`src/rtl/logic_axi4_stream_buffer.sv`:
```
// logic_axi4_stream_buffer
// Single-clock AXI4-Stream buffer: circular RAM plus a first-word-fall-through
// output register, fill level with almost-full/almost-empty flags, and an
// optional packet mode that only presents data once a whole packet is stored.
module logic_axi4_stream_buffer #(
  parameter int WIDTH        = 1,
  parameter int CAPACITY     = 256,
  parameter int PACKET_MODE  = 0,
  parameter int ALMOST_FULL  = CAPACITY - 2,
  parameter int ALMOST_EMPTY = 2
) (
  input  logic                          aclk,
  input  logic                          reset,
  input  logic                          rx_tvalid,
  input  logic                          rx_tlast,
  input  logic [WIDTH-1:0]              rx_tdata,
  output logic                          rx_tready,
  output logic                          tx_tvalid,
  output logic                          tx_tlast,
  output logic [WIDTH-1:0]              tx_tdata,
  input  logic                          tx_tready,
  output logic [$clog2(CAPACITY+1)-1:0] level,
  output logic                          almost_full,
  output logic                          almost_empty
);

  // Level/counter width, RAM depth (the output register holds the last beat)
  // and pointer width. DEPTH need not be a power of two.
  localparam int LW    = $clog2(CAPACITY + 1);
  localparam int DEPTH = CAPACITY - 1;
  localparam int PW    = $clog2(DEPTH);

  localparam logic [LW-1:0] LEVEL_FULL = LW'(CAPACITY);
  localparam logic [LW-1:0] AF_LEVEL   = LW'(ALMOST_FULL);
  localparam logic [LW-1:0] AE_LEVEL   = LW'(ALMOST_EMPTY);
  localparam logic [LW-1:0] LVL_ONE    = LW'(1);
  localparam logic [PW-1:0] PTR_LAST   = PW'(DEPTH - 1);
  localparam logic [PW-1:0] PTR_ONE    = PW'(1);

  // Elaboration-time parameter checks.
  if (CAPACITY < 4) begin : g_drc_capacity
    $error("logic_axi4_stream_buffer: CAPACITY must be >= 4");
  end
  if (ALMOST_FULL < 1 || ALMOST_FULL > CAPACITY) begin : g_drc_almost_full
    $error("logic_axi4_stream_buffer: ALMOST_FULL must be in 1..CAPACITY");
  end
  if (ALMOST_EMPTY < 0 || ALMOST_EMPTY > CAPACITY - 1) begin : g_drc_almost_empty
    $error("logic_axi4_stream_buffer: ALMOST_EMPTY must be in 0..CAPACITY-1");
  end

  // Storage: each RAM word is {tlast, tdata}.
  logic [WIDTH:0]   ram_q [DEPTH];

  logic [PW-1:0]    wr_ptr_q, wr_ptr_d;
  logic [PW-1:0]    rd_ptr_q, rd_ptr_d;
  logic [LW-1:0]    level_q, level_d;
  logic [LW-1:0]    pkt_q, pkt_d;
  logic             out_valid_q, out_valid_d;
  logic             out_last_q, out_last_d;
  logic [WIDTH-1:0] out_data_q, out_data_d;
  logic             ready_q, ready_d;

  logic [LW-1:0]    ram_count;
  logic             ram_empty;
  logic             wr_en;
  logic             rd_en;
  logic             bypass;
  logic             ram_wr;
  logic             ram_rd;
  logic             wr_last;
  logic             rd_last;

  // Output presentation: plain mode shows the output register whenever it is
  // occupied; packet mode also needs a stored tlast, or a full buffer so that
  // oversize packets still drain.
  always_comb begin
    if (PACKET_MODE != 0) begin
      tx_tvalid = out_valid_q && ((pkt_q != '0) || (level_q == LEVEL_FULL));
    end else begin
      tx_tvalid = out_valid_q;
    end
  end

  // Handshake decode and routing of the incoming beat (bypass vs RAM).
  always_comb begin
    ram_count = level_q - {{(LW-1){1'b0}}, out_valid_q};
    ram_empty = (ram_count == '0);
    wr_en     = rx_tvalid && ready_q;
    rd_en     = tx_tvalid && tx_tready;
    // The output register takes the new beat directly only when nothing older
    // is waiting in RAM and the register is free (or being emptied now).
    bypass    = wr_en && ram_empty && (!out_valid_q || rd_en);
    ram_wr    = wr_en && !bypass;
    ram_rd    = rd_en && !ram_empty;
    wr_last   = wr_en && rx_tlast;
    rd_last   = rd_en && out_last_q;
  end

  // Next-state computation for pointers, output register, level and packets.
  always_comb begin
    // NOTE: every always_comb target is given a default first, so no path
    // leaves a signal unassigned and no latch can be inferred.
    wr_ptr_d    = wr_ptr_q;
    rd_ptr_d    = rd_ptr_q;
    out_valid_d = out_valid_q;
    out_last_d  = out_last_q;
    out_data_d  = out_data_q;
    level_d     = level_q;
    pkt_d       = pkt_q;

    if (ram_wr) begin
      wr_ptr_d = (wr_ptr_q == PTR_LAST) ? '0 : wr_ptr_q + PTR_ONE;
    end
    if (ram_rd) begin
      rd_ptr_d = (rd_ptr_q == PTR_LAST) ? '0 : rd_ptr_q + PTR_ONE;
    end

    // The output register only changes when it is free or being read, which
    // keeps tx_tdata/tx_tlast stable during a stalled beat.
    if (bypass) begin
      out_valid_d = 1'b1;
      out_data_d  = rx_tdata;
      out_last_d  = rx_tlast;
    end else if (ram_rd) begin
      out_valid_d = 1'b1;
      {out_last_d, out_data_d} = ram_q[rd_ptr_q];
    end else if (rd_en) begin
      out_valid_d = 1'b0;
    end

    case ({wr_en, rd_en})
      2'b10:   level_d = level_q + LVL_ONE;
      2'b01:   level_d = level_q - LVL_ONE;
      default: level_d = level_q;
    endcase

    case ({wr_last, rd_last})
      2'b10:   pkt_d = pkt_q + LVL_ONE;
      2'b01:   pkt_d = pkt_q - LVL_ONE;
      default: pkt_d = pkt_q;
    endcase
    if (PACKET_MODE == 0) begin
      pkt_d = '0;
    end
  end

  // Ready is registered from the next level so it has no path from tx_tready.
  always_comb begin
    ready_d = (level_d != LEVEL_FULL);
  end

  // Control and output-register state with synchronous reset.
  always_ff @(posedge aclk) begin
    // NOTE: sequential state uses non-blocking assignments so every flop
    // samples the pre-edge values, independent of statement order.
    if (reset) begin
      wr_ptr_q    <= '0;
      rd_ptr_q    <= '0;
      out_valid_q <= 1'b0;
      out_last_q  <= 1'b0;
      out_data_q  <= '0;
      level_q     <= '0;
      pkt_q       <= '0;
      ready_q     <= 1'b0;
    end else begin
      wr_ptr_q    <= wr_ptr_d;
      rd_ptr_q    <= rd_ptr_d;
      out_valid_q <= out_valid_d;
      out_last_q  <= out_last_d;
      out_data_q  <= out_data_d;
      level_q     <= level_d;
      pkt_q       <= pkt_d;
      ready_q     <= ready_d;
    end
  end

  // RAM write port.
  always_ff @(posedge aclk) begin
    // NOTE: the RAM array is deliberately not reset; after reset the pointers
    // and level make every old entry unreachable, and a reset-free array can
    // map onto real RAM.
    if (ram_wr) begin
      ram_q[wr_ptr_q] <= {rx_tlast, rx_tdata};
    end
  end

  assign rx_tready    = ready_q;
  assign tx_tdata     = out_data_q;
  assign tx_tlast     = out_last_q;
  assign level        = level_q;
  assign almost_full  = (level_q >= AF_LEVEL);
  assign almost_empty = (level_q <= AE_LEVEL);

  // The stored beat count can never exceed the capacity.
  a_level_bound : assert property (@(posedge aclk) disable iff (reset)
    level_q <= LEVEL_FULL);

endmodule

```
`config.mk`:
```
export PLATFORM = sky130hd
export DESIGN_NAME = logic_axi4_stream_buffer
export DESIGN_NICKNAME = d
export VERILOG_FILES = /design/src/rtl/logic_axi4_stream_buffer.sv
export SDC_FILE = /design/constraint.sdc
export NUM_CORES = 1
export LEC_CHECK = 0
export CAP_MARGIN = 20
export CORE_MARGIN = 2
export CORE_UTILIZATION = 62
export DETAILED_ROUTE_END_ITERATION = 10
export PLACE_DENSITY = 0.79
export SLEW_MARGIN = 20
export SYNTH_ARGS = -nofsm -noshare
export SYNTH_HDL_FRONTEND = slang
export SYNTH_SLANG_ARGS = --single-unit
export TNS_END_PERCENT = 5
```
`constraint.sdc`:
```
create_clock -name aclk -period 3.6 [get_ports aclk]
set_input_delay 0.54 -clock aclk [delete_from_list [all_inputs] [get_ports aclk]]
set_output_delay 0.54 -clock aclk [all_outputs]
set_load 0.02 [all_outputs]
```
==> results by group <==
CTS
  – Clock sinks: 547
  – TritonCTS clock tree: built
  – Hold buffer count at cts: 0
  – CTS Buf Count: 54
  – Clk buf depth: 3
  – Worst skew pair latency: 0.60 ns
  – PostCTS Resize Cnt: 0
  – Setup bufs post-CTS: 0
  – CTS clk-pin slew, worst paths: 0.06 ns
  – Root Buffer: clkbuf_16
  – H-tree depth: 2

Timing
  – Period utilization: 0.846
  – Final slew viol count: 0
  – Crit path time final: 3.05 ns
  – RSZ-0062 raised after global routing: false
  – Least-Margin Pin Slew: 0.918 ns
  – Setup TNS: 0 ns
  – Max-slew headroom: 0.388
  – Final Hold Viols: 0
  – Worst clock skew: 0.0200 ns
  – Hold_ws: 0.330 ns
  – Final Setup Violations: 0
  – Fmax: 328 MHz

Power and ir drop
  – Power density cells: 514 nW/um2
  – P_leak: 7.70 nW
  – Design Power: 13.1 mW
  – Max rail drop VDD: 0.390 mV

Worst setup path
  – CP startpoint kind: flip-flop
  – Worst path required time: 4.14 ns
  – Crit Path Max Fanout: 15
  – Worst setup EP type: flip-flop
  – RR Endpoint: tx_tdata
  – Worst EP arrival: 3.58 ns
  – R2r worst-path depth: 8
  – FF-to-FF setup slack: 0.55 ns
  – Path type of the worst setup path: flip-flop to flip-flop

Global routing
  – Initial antenna violation count: 0
  – Largest net degree at the start of global routing: 127
  – Vias in the first global route: 13.3k
  – Total Routing Usage GR: 0.280
  – Total gr overflow: 0
  – Global-route wire length before repair: 79300 um

Synthesis
  – Synth Flop Type: edfxtp_1
  – Ys async rst share: 0
  – Ys Warns: 0
  – Avg Cell Area, Syn: 16.0 um2
  – Post-synth top cells: 510 x edfxtp_1, 309 x nor2_1, 96 x mux4_2
  – Post-synthesis cell type count: 66
  – Synth area leaders: edfxtp_1 67%, mux4_2 9.4%, nor2_1 5.1%, dfxtp_1 3.2%, mux4_1 2.2%
  – FF+latch count, synth: 547
  – Yosys top cell area share: 0.668
  – Post-synth EDFFs: 510
  – Mapped Area: 22900 um2
  – Register area share after synthesis: 0.701
  – Syn nets: 1452
  – Top cell type by total area after synthesis: edfxtp_1
  – Most common cell in the synthesized netlist: edfxtp_1
  – Post-synthesis cell count: 1436

Job
  – Max cap viols: 0

Route
  – Routed wire per std cell: 26.5 um
  – Initial DRT Pass Iterations: 5
  – DR DRC count: 0
  – Antenna-violating nets left: 0
  – Post-Route WL: 52500 um
  – Via Count: 13.2k
  – Vias per cell: 6.66
  – Iteration-0 DRC Markers: 1722

Hold path
  – HP Class: primary input to flip-flop
  – Hold Path Sink: ram_q[204][1]
  – Worst hold stages: 1
  – Worst hold start: rx_tlast

Die
  – Die W: 196 um
  – Rows: 70
  – Initial Util: 0.627
  – Core footprint: 36500 um2
  – Die area: 38500 um2
  – Io pins: 21
  – Die height: 196 um

Run status
  – Status: complete, no violations

Placed design
  – Gpl congestion: 0.901
  – HPWL Detailed: 32400 um
  – # port buffers: 20

Layout
  – Ant diodes: 0
  – Fin util: 0.697
  – Layout cells sized above 1: 0.164
  – Layout fillers: 2225
  – Syn-to-layout area delta: 11.1%
  – Final nets: 1491
==> layout make-up <==
cell class | count | area [um2] | share of cell area
Clock buffer | 67 | 1420 | 0.0558
Sequential cell | 547 | 16100 | 0.631
Clock inverter | 29 | 298 | 0.0117
Inverter | 12 | 45.0 | 0.00177
Timing Repair Buffer | 82 | 756 | 0.0297
Multi-Input combinational cell | 778 | 6290 | 0.247
Tap cell | 468 | 586 | 0.0230
==> metrics by stage <==
stage / std cells / area (um2) / setup WS (ns)
after global routing: 1983 / 25500 / 0.436
final: 1983 / 25500 / 0.554
after floorplan: 1436 / 22900 / 0.623
after detailed placement: 1887 / 23700 / 0.149
after global placement: 1887 / 23700 / 0.324
after CTS: 1983 / 25500 / 0.612
==> state kept, by name, indices dropped and copies added (netlist names), named ones only <==
register,count
rd_ptr_q,8
level,9
tx_tdata,1
rx_tready,1
tx_tlast,1
wr_ptr_q,8
ram_q,510
tx_tvalid,1
==> metal layers <==
layer,part of all wire,GRT usage,routed length (um),up-vias
met1,0.39,0.388,20300,6631
met4,0.040,0.126,2120,0
li1,-,-,-,5640
met3,0.097,0.0492,5090,132
met5,0,0,0,-
met2,0.48,0.443,24900,806
==> logic make-up after synthesis <==
logic type / after synthesis / share of synthesized area
compound gates: 118 / 0.0370
simple gates: 468 / 0.0881
xor+xnor: 25 / 0.00956
flops: 547 / 0.701
fa+ha+maj: 10 / 0.00546
mux: 157 / 0.135
buf+inv: 111 / 0.0245
==> critical path: stages (launching register included) <==
cell      delay [ns]
dfxtp_2         0.67
inv_1           0.27
buf_4           0.25
nor2_1          0.65
a22oi_1         0.17
nand4_1         0.27
nand4_1         0.13
a311oi_1        0.41
a221o_1         0.17
==> how the worst max path moves through the flow <==
stage / start / depth (start not counted) / end / slack [ns]
2_1_floorplan: tx_tready / 12 / rx_tready / 0.62
3_3_place_gp: tx_tready / 11 / rx_tready / 0.32
3_5_place_dp: tx_tready / 11 / rx_tready / 0.15
4_1_cts: flip-flop / 8 / tx_tdata / 0.61
5_1_grt: level[0] / 9 / ram_q[204][0] / 0.44
6_report: flip-flop / 8 / tx_tdata / 0.55
==> report_power, final <==
| part | internal [mW] | switching [mW] | total [mW] |
|---|---|---|---|
| Combinational | 0.251 | 0.353 | 0.604 |
| Clock | 3.22 | 2.28 | 5.49 |
| Sequential | 6.96 | 0.0369 | 6.99 |
==> layout by cell type (no fill, tap or decap), types with 5 or more instances in the layout <==
| cell | netlist | routed |
|---|---|---|
| edfxtp_1 | 510 | 510 |
| nor2_1 | 309 | 309 |
| mux4_2 | 96 | 96 |
| clkbuf_16 | 0 | 55 |
| buf_4 | 5 | 55 |
| nand2_1 | 45 | 45 |
| mux2i_1 | 41 | 41 |
| dfxtp_1 | 37 | 34 |
| nand3_1 | 28 | 28 |
| a21oi_1 | 24 | 24 |
| mux4_1 | 19 | 19 |
| nor2b_1 | 18 | 18 |
| clkdlybuf4s50_1 | 0 | 18 |
| xor2_1 | 16 | 16 |
| nor3_1 | 16 | 16 |
| o221ai_1 | 15 | 15 |
| o21ai_0 | 13 | 13 |
| o22ai_1 | 13 | 13 |
| clkbuf_1 | 67 | 12 |
| clkinv_2 | 0 | 11 |
| inv_1 | 10 | 10 |
| nand4_1 | 10 | 10 |
| clkinv_1 | 2 | 10 |
| ha_1 | 10 | 10 |
| xnor2_1 | 9 | 9 |
| nor4_1 | 9 | 9 |
| and2_1 | 7 | 7 |
| buf_12 | 2 | 7 |
| and3_1 | 6 | 6 |
| bufinv_16 | 0 | 6 |
| and4_1 | 5 | 5 |
| a2111oi_0 | 5 | 5 |
| a22oi_1 | 5 | 5 |
Power figures use the tool's default switching activity.
